## src/rtl/mdu_pkg.sv

```systemverilog
// Shared definitions for the iterative multiply/divide unit.
// Op encodings and control FSM states.
package mdu_pkg;

  localparam logic [1:0] MDU_MULT  = 2'b00;
  localparam logic [1:0] MDU_MULTU = 2'b01;
  localparam logic [1:0] MDU_DIV   = 2'b10;
  localparam logic [1:0] MDU_DIVU  = 2'b11;

  typedef enum logic [1:0] {
    IDLE,
    PREP,
    RUN,
    FIX
  } state_t;

endpackage

```

## src/rtl/mdu_step.sv

```systemverilog
// One iteration of the MDU datapath: add-shift for multiply,
// restoring compare-subtract-shift for divide.
module mdu_step
  import mdu_pkg::*;
#(
  parameter int WIDTH = 32
) (
  input  logic [2*WIDTH:0] acc,
  input  logic [WIDTH-1:0] operand,
  input  logic             is_div,
  output logic [2*WIDTH:0] acc_next
);

  logic [WIDTH:0]   upper;
  logic [WIDTH-1:0] lower;
  logic [WIDTH:0]   sum;
  logic [WIDTH:0]   shl;
  logic [WIDTH+1:0] diff;

  assign upper = acc[2*WIDTH:WIDTH];
  assign lower = acc[WIDTH-1:0];

  // Multiply: acc = {partial product, remaining multiplier bits}
  assign sum = upper + (lower[0] ? {1'b0, operand} : '0);

  // Divide: acc = {remainder (WIDTH+1), quotient/dividend bits}
  assign shl  = {upper[WIDTH-1:0], lower[WIDTH-1]};
  assign diff = {1'b0, shl} - {2'b00, operand};

  always_comb begin
    acc_next = {1'b0, sum, lower[WIDTH-1:1]};
    if (is_div) begin
      if (diff[WIDTH+1])
        acc_next = {shl, lower[WIDTH-2:0], 1'b0};
      else
        acc_next = {diff[WIDTH:0], lower[WIDTH-2:0], 1'b1};
    end
  end

endmodule

```

## src/rtl/mdu_iterative.sv

```systemverilog
// Iterative MULT/MULTU/DIV/DIVU unit with HI/LO registers and
// MTHI/MTLO writes; one result bit per cycle.
module mdu_iterative
  import mdu_pkg::*;
#(
  parameter int WIDTH = 32
) (
  input  logic             clk,
  input  logic             reset,
  input  logic             start,
  input  logic [1:0]       op,
  input  logic [WIDTH-1:0] a,
  input  logic [WIDTH-1:0] b,
  input  logic             mthi,
  input  logic             mtlo,
  input  logic [WIDTH-1:0] wr_data,
  output logic             busy,
  output logic             done,
  output logic             div_by_zero,
  output logic [WIDTH-1:0] hi,
  output logic [WIDTH-1:0] lo
);

  localparam int CW = $clog2(WIDTH + 1);

  state_t           state;
  state_t           state_n;
  logic [1:0]       op_q;
  logic [WIDTH-1:0] a_q;
  logic [WIDTH-1:0] b_q;
  logic [WIDTH-1:0] opnd;
  logic [2*WIDTH:0] acc;
  logic [2*WIDTH:0] acc_step;
  logic [CW-1:0]    cnt;
  logic             neg_q;
  logic             neg_r;
  logic [WIDTH-1:0] hi_q;
  logic [WIDTH-1:0] lo_q;
  logic             busy_q;
  logic             done_q;
  logic             dbz_q;

  logic             is_div;
  logic             is_signed;
  logic             a_neg;
  logic             b_neg;
  logic [WIDTH-1:0] a_mag;
  logic [WIDTH-1:0] b_mag;
  logic             b_zero;
  logic [2*WIDTH-1:0] prod;
  logic [WIDTH-1:0] quo;
  logic [WIDTH-1:0] rem;
  logic [WIDTH-1:0] res_hi;
  logic [WIDTH-1:0] res_lo;

  assign is_div    = op_q[1];
  assign is_signed = ~op_q[0];
  assign a_neg     = is_signed & a_q[WIDTH-1];
  assign b_neg     = is_signed & b_q[WIDTH-1];
  assign a_mag     = a_neg ? -a_q : a_q;
  assign b_mag     = b_neg ? -b_q : b_q;
  assign b_zero    = (b_q == '0);

  mdu_step #(
    .WIDTH(WIDTH)
  ) u_step (
    .acc     (acc),
    .operand (opnd),
    .is_div  (is_div),
    .acc_next(acc_step)
  );

  always_comb begin
    state_n = state;
    unique case (state)
      IDLE: if (start) state_n = PREP;
      PREP: state_n = RUN;
      RUN:  if (cnt == CW'(1)) state_n = FIX;
      FIX:  state_n = IDLE;
      default: state_n = IDLE;
    endcase
  end

  // Sign correction; MIN / -1 falls out naturally as MIN rem 0
  always_comb begin
    prod   = acc[2*WIDTH-1:0];
    quo    = acc[WIDTH-1:0];
    rem    = acc[2*WIDTH-1:WIDTH];
    res_hi = '0;
    res_lo = '0;
    if (!is_div) begin
      if (neg_q) prod = -prod;
      res_hi = prod[2*WIDTH-1:WIDTH];
      res_lo = prod[WIDTH-1:0];
    end else if (b_zero) begin
      res_hi = a_q;
      res_lo = '1;
    end else begin
      res_hi = neg_r ? -rem : rem;
      res_lo = neg_q ? -quo : quo;
    end
  end

  always_ff @(posedge clk or posedge reset) begin
    if (reset) begin
      state  <= IDLE;
      op_q   <= '0;
      a_q    <= '0;
      b_q    <= '0;
      opnd   <= '0;
      acc    <= '0;
      cnt    <= '0;
      neg_q  <= 1'b0;
      neg_r  <= 1'b0;
      hi_q   <= '0;
      lo_q   <= '0;
      busy_q <= 1'b0;
      done_q <= 1'b0;
      dbz_q  <= 1'b0;
    end else begin
      state  <= state_n;
      busy_q <= (state_n != IDLE);
      done_q <= (state_n == FIX);
      dbz_q  <= (state_n == FIX) & is_div & b_zero;
      unique case (state)
        IDLE: begin
          if (start) begin
            op_q <= op;
            a_q  <= a;
            b_q  <= b;
          end else begin
            if (mthi) hi_q <= wr_data;
            if (mtlo) lo_q <= wr_data;
          end
        end
        PREP: begin
          neg_q <= a_neg ^ b_neg;
          neg_r <= a_neg;
          cnt   <= CW'(WIDTH);
          if (is_div) begin
            opnd <= b_mag;
            acc  <= {{(WIDTH+1){1'b0}}, a_mag};
          end else begin
            opnd <= a_mag;
            acc  <= {{(WIDTH+1){1'b0}}, b_mag};
          end
        end
        RUN: begin
          acc <= acc_step;
          cnt <= cnt - CW'(1);
        end
        FIX: begin
          hi_q <= res_hi;
          lo_q <= res_lo;
        end
        default: ;
      endcase
    end
  end

  assign busy        = busy_q;
  assign done        = done_q;
  assign div_by_zero = dbz_q;
  assign hi          = hi_q;
  assign lo          = lo_q;

endmodule
```

## config.mk

```make
export PLATFORM = sky130hd
export DESIGN_NAME = mdu_iterative
export DESIGN_NICKNAME = d
export VERILOG_FILES = /design/src/rtl/mdu_pkg.sv /design/src/rtl/mdu_step.sv /design/src/rtl/mdu_iterative.sv
export SDC_FILE = /design/constraint.sdc
export NUM_CORES = 1
export LEC_CHECK = 0
export BUFFER_PORTS_ARGS = -buffer_cell sky130_fd_sc_hd__buf_2
export CAP_MARGIN = 20
export CELL_PAD_IN_SITES_DETAIL_PLACEMENT = 0
export CELL_PAD_IN_SITES_GLOBAL_PLACEMENT = 1
export CORE_MARGIN = 1.5
export CORE_UTILIZATION = 43
export CTS_BUF_LIST = sky130_fd_sc_hd__clkbuf_2
export CTS_CLUSTER_DIAMETER = 50
export DETAILED_ROUTE_END_ITERATION = 10
export PLACE_DENSITY = 0.86
export SLEW_MARGIN = 20
export SYNTH_ARGS = -nofsm -noshare
export SYNTH_HDL_FRONTEND = slang
export SYNTH_SLANG_ARGS = --single-unit
export TNS_END_PERCENT = 50
```

## constraint.sdc

```tcl
create_clock -name clk -period 7.7 [get_ports clk]
set_input_delay 1.155 -clock clk [delete_from_list [all_inputs] [get_ports clk]]
set_output_delay 1.155 -clock clk [all_outputs]
set_load 0.02 [all_outputs]
```

==> results of run 1 <==
## flip-flops by register name, indices dropped and copies added (netlist names), 2 cells and up
| signal | flops |
|---|---|
| a_q | 32 |
| acc | 65 |
| b_q | 32 |
| cnt | 6 |
| hi | 32 |
| lo | 32 |
| op_q | 2 |
| opnd | 32 |
| state | 2 |
## report_power, final
group          internal, mW  total [mW]  switching (mW)
combinational          2.55        6.65            4.10
sequential             1.86        2.80           0.940
clock                 0.386       0.975           0.589
## final cells by class
| class | count | area, um^2 |
|---|---|---|
| diodes | 7 | 17.5 |
| clock buffers | 92 | 460 |
| clock inverters | 19 | 125 |
| fillers | 4098 | 21900 |
| inverters | 78 | 297 |
| multi-input cells | 1718 | 11600 |
| flip-flops and latches | 240 | 6010 |
| well taps | 539 | 674 |
| repair buffers | 193 | 1050 |
## path summary, 6_finish.rpt
kind	start	end	cells past startpoint	slack, ns
max	acc[0]$_DFFE_PP0P_	hi[14]$_DFFE_PP0P_	13	2.63
min	reset	acc[59]$_DFFE_PP0P_	2	0.08
max reg2reg	acc[0]$_DFFE_PP0P_	hi[14]$_DFFE_PP0P_	13	2.63
min reg2reg	lo[26]$_DFFE_PP0P_	lo[26]$_DFFE_PP0P_	2	0.48
max in group asynchronous	reset	op_q[1]$_DFFE_PP0P_	4	5.96
min in group clk	a[13]	a_q[13]$_DFFE_PP0P_	2	0.32
## metrics by stage
stage                     total power [mW]  instances  setup slack [ns]
after floorplan                       7.19       2181              3.40
after global placement                9.17       2766              3.07
after detailed placement              9.29       2766              3.00
after CTS                             10.3       2877              2.96
after global routing                  11.1       2884              2.68
final                                 10.4       2886              2.63
## cells by family after synthesis
group | share of synthesized area
AO/OA/AOI/OAI | 0.220
AND/OR/NAND/NOR | 0.166
flip-flops | 0.326
buffers and inverters | 0.0464
XOR/XNOR | 0.0870
multiplexers | 0.102
adder cells (fa/ha/maj) | 0.0524
## critical path, stage by stage (launching register included)
cell and delay, ns:
dfrtp_1 0.48, inv_1 0.08, buf_4 0.34, ha_1 0.25, inv_1 0.08, nor4_1 0.36, nand4_1 0.47, nor4_1 1.19
nand2_1 0.43, a221oi_1 0.39, a21oi_1 0.11, o211ai_1 0.15, o21ai_0 0.33, o21ai_0 0.26
## cells in the final DEF (no fill, tap or decap), types with 33 or more instances in the layout
cell	count
nand3_1	35
clkbuf_2	93
a21oi_1	145
mux2_2	81
o21ai_0	233
nor2_1	210
mux2i_1	56
nand2_1	204
ha_1	71
dfrtp_1	239
inv_1	74
buf_2	169
xor2_1	69
xnor2_1	114
o22ai_1	33
## metal layers
metal,part of all wire,global-route usage
met3,0.096,0.0806
met4,0.040,0.123
met2,0.43,0.443
met5,0.0011,0
met1,0.43,0.400
==> key figures, run 1 <==
Clock tree
  • Post_cts resized: 0
  • Worst-path clk slew: 0.12 ns
  • Post-CTS Hold Buffers: 0
  • Insertion delay to the later sink of the worst-skew pair: 1.07 ns
  • CTS buffer count: 67
  • Clk sinks: 240
  • CTS Root Cell: clkbuf_2
  • Post-CTS Setup Bufs: 0
  • Htree depth: 3
  • Clk buf depth: 3
  • TritonCTS clock tree: done

Logic synthesis
  • Number of synthesized register bits: 240
  • Most frequent cell after synthesis: dfrtp_1
  • Seq/Total Area, Yosys: 0.326
  • Mapped cell area: 18400 um^2
  • Net Count, Synth: 2360
  • Synth top area cells: dfrtp_1 33%, o21ai_0 6.3%, xnor2_1 5.4%
  • Synth cell types: 83
  • Post-synth ARST share: 1.00
  • Synth area leader: dfrtp_1
  • Commonest cells in the netlist: 240 x dfrtp_1, 233 x o21ai_0, 210 x nor2_1
  • Synth Flop Type: dfrtp_1
  • EDFF count, synth: 0
  • Synth Area per Inst: 8.44 um^2
  • Gate Count Post-Synth: 2181
  • Yosys top cell area share: 0.326
  • Synth warnings: 0

Layout
  • Final instance area: 20200 um^2
  • Layout area overhead: 9.90%
  • Fin util: 0.480
  • Fraction of layout cells with a size suffix above 1: 0.182
  • Final Net Count: 2477

Pwr
  • VDD IR-drop max: 0.297 mV
  • Total power per unit cell area: 515 nW/um^2
  • Leakage dissipation: 8.92 nW

STA
  • TNS Setup: 0 ns
  • Setup-failing EPs final: 0
  • Fin. max-slew vios: 0
  • Worst-margin pin slew: 1.28 ns
  • Final Cycle Share: 0.658
  • Min Tclk post-route: 5.07 ns
  • Maximum clock rate: 197 MHz
  • Max-slew headroom: 0.141
  • RSZ-0062 raised after global routing: no
  • Final count of hold timing violations: 0
  • Fin Hold WS: 0.0821 ns
  • Clock skew: 0.0841 ns

Route
  • Via count: 17.7k
  • DR DRC count: 0
  • Antenna Nets Post-Route: 0
  • DR pass1 iterations: 6
  • WL per Instance: 22.6 um
  • Wirelength, routed: 65200 um
  • Detailed Route Iter0 Violations: 1638
  • Via/cell ratio: 6.13

Critical path
  • CP arrival: 5.98 ns
  • Required @ worst endpoint: 8.62 ns
  • CP Capture Type: register
  • CP Class: register to register
  • Kind of start point of the critical path: register
  • Critical-path maximum fanout: 32

Worst hold path
  • Worst Hold Class: input port to asynchronous set/reset pin

Status
  • Outcome: completed

Floorplan
  • Die Wd: 210 um
  • Initial Util: 0.437
  • Die Y: 210 um
  • # rows: 75
  • Die area: 44100 um^2
  • Core Footprint: 42100 um^2
  • I/O pins: 170

Global route
  • Largest net degree at the start of global routing: 126
  • Number of global-route vias before repair: 17.0k
  • GRT overflow: 0
  • GRT Overall Usage: 0.295
  • First-pass GRT wire length: 99800 um
  • Initial antenna violation count: 5

Placement
  • Post-DP Area: 19600 um^2
  • GPL Wtd Cong: 0.969
  • Post-DP HPWL: 48700 um
  • Port Buffers: 169

Run
  • Max-cap violations: 0
Power figures use the tool's default switching activity.
==> run 2, diff against run 1 <==
Settings changed: ABC_AREA set to 1, CORE_UTILIZATION 43 to 40, PLACE_DENSITY 0.86 to 0.85.
Clock period 7.7 ns to 4.32 ns, I/O delays scaled along.
==> run 2 against run 1 <==
Compared with the run above:
- hold slack improved by 0.0030 ns
- sequential share of layout area fell by 5.4 points
- sequential cell count did not move
- maximum frequency rose by 55%
- sequential power rose by 64%
- critical path type unchanged
- largest power group unchanged
==> key figures, run 2 <==
Status
  • Outcome: completed

STA
  • Maximum clock rate: 307 MHz
  • Fin. max-slew vios: 0
  • Min Tclk post-route: 3.26 ns
  • Clock skew: 0.115 ns
  • Final count of hold timing violations: 0
  • Setup-failing EPs final: 0
  • Final Cycle Share: 0.754
  • Max-slew headroom: 0.423
  • TNS Setup: 0 ns
  • Fin Hold WS: 0.0851 ns
  • Worst-margin pin slew: 0.865 ns
  • RSZ-0062 raised after global routing: no

Run
  • Max-cap violations: 0

Clock tree
  • Worst-path clk slew: 0.11 ns
  • CTS buffer count: 72
  • TritonCTS clock tree: done
  • Clk buf depth: 3
  • Insertion delay to the later sink of the worst-skew pair: 1.09 ns
  • Post_cts resized: 0
  • Htree depth: 3
  • CTS Root Cell: clkbuf_2
  • Clk sinks: 240

Pwr
  • Total power per unit cell area: 839 nW/um^2
  • Clock power frac: 0.088
  • VDD IR-drop max: 0.578 mV
  • Int Pwr: 8.31 mW
  • Sw Share: 0.600
  • Sw Pwr: 12.4 mW
  • Logic gate share of total power: 0.691
  • Leakage dissipation: 12.7 nW
  • Seq pwr share: 0.221

Critical path
  • CP arrival: 4.17 ns
  • CP Capture Type: register
  • Kind of start point of the critical path: register
  • Critical-path maximum fanout: 32
  • Required @ worst endpoint: 5.23 ns
  • CP Class: register to register

Logic synthesis
  • Multiplexer area fraction after synthesis: 0.00260
  • Gate Count Post-Synth: 3508
  • Synth Area in Adders: 0.0446
  • Post-Synth XOR/XNOR Area: 0.0408
  • Seq/Total Area, Yosys: 0.277
  • Net Count, Synth: 3687
  • Mapped cell area: 21700 um^2
  • Number of synthesized register bits: 240
  • Synth warnings: 0
  • Synth top area cells: dfrtp_1 28%, nand2_1 17%, nand3_1 8.1%
  • Commonest cells in the netlist: 993 x nand2_1, 428 x nor2_1, 427 x inv_1
  • Synth cell types: 58
  • Post-synth ARST share: 1.00
  • Post-Synth Simple-Gate Area: 0.373
  • Largest family of logic cells by synthesized area: simple AND/OR/NAND/NOR gates
  • Most frequent cell after synthesis: nand2_1
  • Synth Area per Inst: 6.18 um^2
  • Synth Flop Type: dfrtp_1
  • Synth area leader: dfrtp_1
  • EDFF count, synth: 0
  • Area fraction in compound gates after synthesis: 0.158
  • Yosys top cell area share: 0.277

Floorplan
  • # rows: 85
  • Die area: 55600 um^2
  • Core Footprint: 53700 um^2
  • I/O pins: 170
  • Initial Util: 0.404
  • Die Y: 236 um
  • Die Wd: 236 um

Route
  • Wirelength, routed: 92400 um
  • DR pass1 iterations: 8
  • Via/cell ratio: 5.51
  • WL per Instance: 20.6 um
  • Detailed Route Iter0 Violations: 3114
  • DR DRC count: 0
  • Via count: 24.7k
  • Antenna Nets Post-Route: 0

Global route
  • GRT Overall Usage: 0.328
  • Number of global-route vias before repair: 22.6k
  • GRT overflow: 0
  • Initial antenna violation count: 2
  • First-pass GRT wire length: 139000 um
  • Largest net degree at the start of global routing: 155

Layout
  • Final Net Count: 3917
  • Most frequent cells in the layout: 992 x nand2_1, 426 x nor2_1, 424 x inv_1, 349 x nand3_1, 238 x dfrtp_1
  • Commonest non-fill, non-tap cell in the layout: nand2_1
  • Layout area overhead: 14.1%
  • FILL cells: 5777
  • Largest Register: acc
  • Fin util: 0.460
  • Max FFs per register: 65
  • Fraction of layout cells with a size suffix above 1: 0.108

Placement
  • GPL Wtd Cong: 1.04
  • Post-DP HPWL: 71900 um
  • Port Buffers: 169

Worst hold path
  • Worst Hold Class: input port to register
run 2: critical path, cell delays in order (launching register included):
cell and delay [ns]:
dfrtp_1 0.46, buf_4 0.33, nand2_1 0.09, inv_1 0.06, ha_1 0.16, inv_1 0.06
fa_1 0.35, inv_1 0.08, nand2_1 0.08, o21ai_0 0.45, nand2_1 0.14, nand2_1 0.14
nand3_1 0.08, nand2_1 0.19, nand2_1 0.08, nand2_1 0.06, o21ai_0 0.10, o211ai_2 0.09
nand2_1 0.07
run 2: layer usage:
metal / GRT usage / share of wire / up-vias
met4: 0.144 / 0.044 / 0
li1: - / - / 11800
met5: 0 / 0 / -
met3: 0.0693 / 0.099 / 211
met1: 0.461 / 0.44 / 11500
met2: 0.483 / 0.42 / 1224
run 2: through the flow:
step                      setup WS, ns  cell area [um^2]  power (mW)  instances
after floorplan                  0.524             21700        13.7       3508
after global placement            1.28             23100        18.4       4262
after detailed placement          1.21             23100        18.4       4262
after CTS                         1.13             24700        20.3       4486
after global routing             0.811             24700        22.3       4488
final                             1.06             24700        20.7       4488
run 2: cell families (layout without fill, tap and decap cells):
family / after synthesis / count (layout)
AO/OA/AOI/OAI: 595 / 595
XOR/XNOR: 101 / 101
adder cells (fa/ha/maj): 76 / 76
buffers and inverters: 578 / 860
flip-flops: 240 / 240
multiplexers: 5 / 5
other: 0 / 2
AND/OR/NAND/NOR: 1913 / 1913
run 2: worst paths after layout:
check	startpoint	end	slack, ns	cells after the start
max	acc[0]$_DFFE_PP0P_	acc[45]$_DFFE_PP0P_	1.06	18
min in group asynchronous	reset	hi[16]$_DFFE_PP0P_	0.14	3
max in group asynchronous	reset	op_q[1]$_DFFE_PP0P_	3.13	4
min	wr_data[23]	lo[23]$_DFFE_PP0P_	0.09	5
max reg2reg	acc[0]$_DFFE_PP0P_	acc[45]$_DFFE_PP0P_	1.06	18
min reg2reg	lo[7]$_DFFE_PP0P_	lo[7]$_DFFE_PP0P_	0.48	2
run 2: layout make-up:
| type | instances | area, um^2 | area share |
|---|---|---|---|
| inverters | 438 | 1650 | 0.0668 |
| well taps | 696 | 871 | 0.0352 |
| flip-flops and latches | 240 | 6010 | 0.243 |
| multi-input cells | 2690 | 13400 | 0.543 |
| diodes | 2 | 5.00 | 0.000202 |
| repair buffers | 296 | 2110 | 0.0852 |
| clock inverters | 23 | 138 | 0.00557 |
| clock buffers | 103 | 515 | 0.0208 |
run 2: what timing repair did:
action | in CTS | in global routing
hold buffers | 98 | 0
endpoints found under the hold margin | 153 | 0
endpoints found under the setup margin | 0 | 0
setup buffers | 0 | 0
run 2: power groups by stage:
| stage | logic [mW] | clock network [mW] | registers (mW) |
|---|---|---|---|
| floorplan | 9.30 | 0 | 4.44 |
| global placement | 13.8 | 0 | 4.55 |
| detailed placement | 13.8 | 0 | 4.57 |
| CTS | 14.0 | 1.85 | 4.53 |
| global route | 15.6 | 1.97 | 4.68 |
| finish | 14.3 | 1.82 | 4.59 |
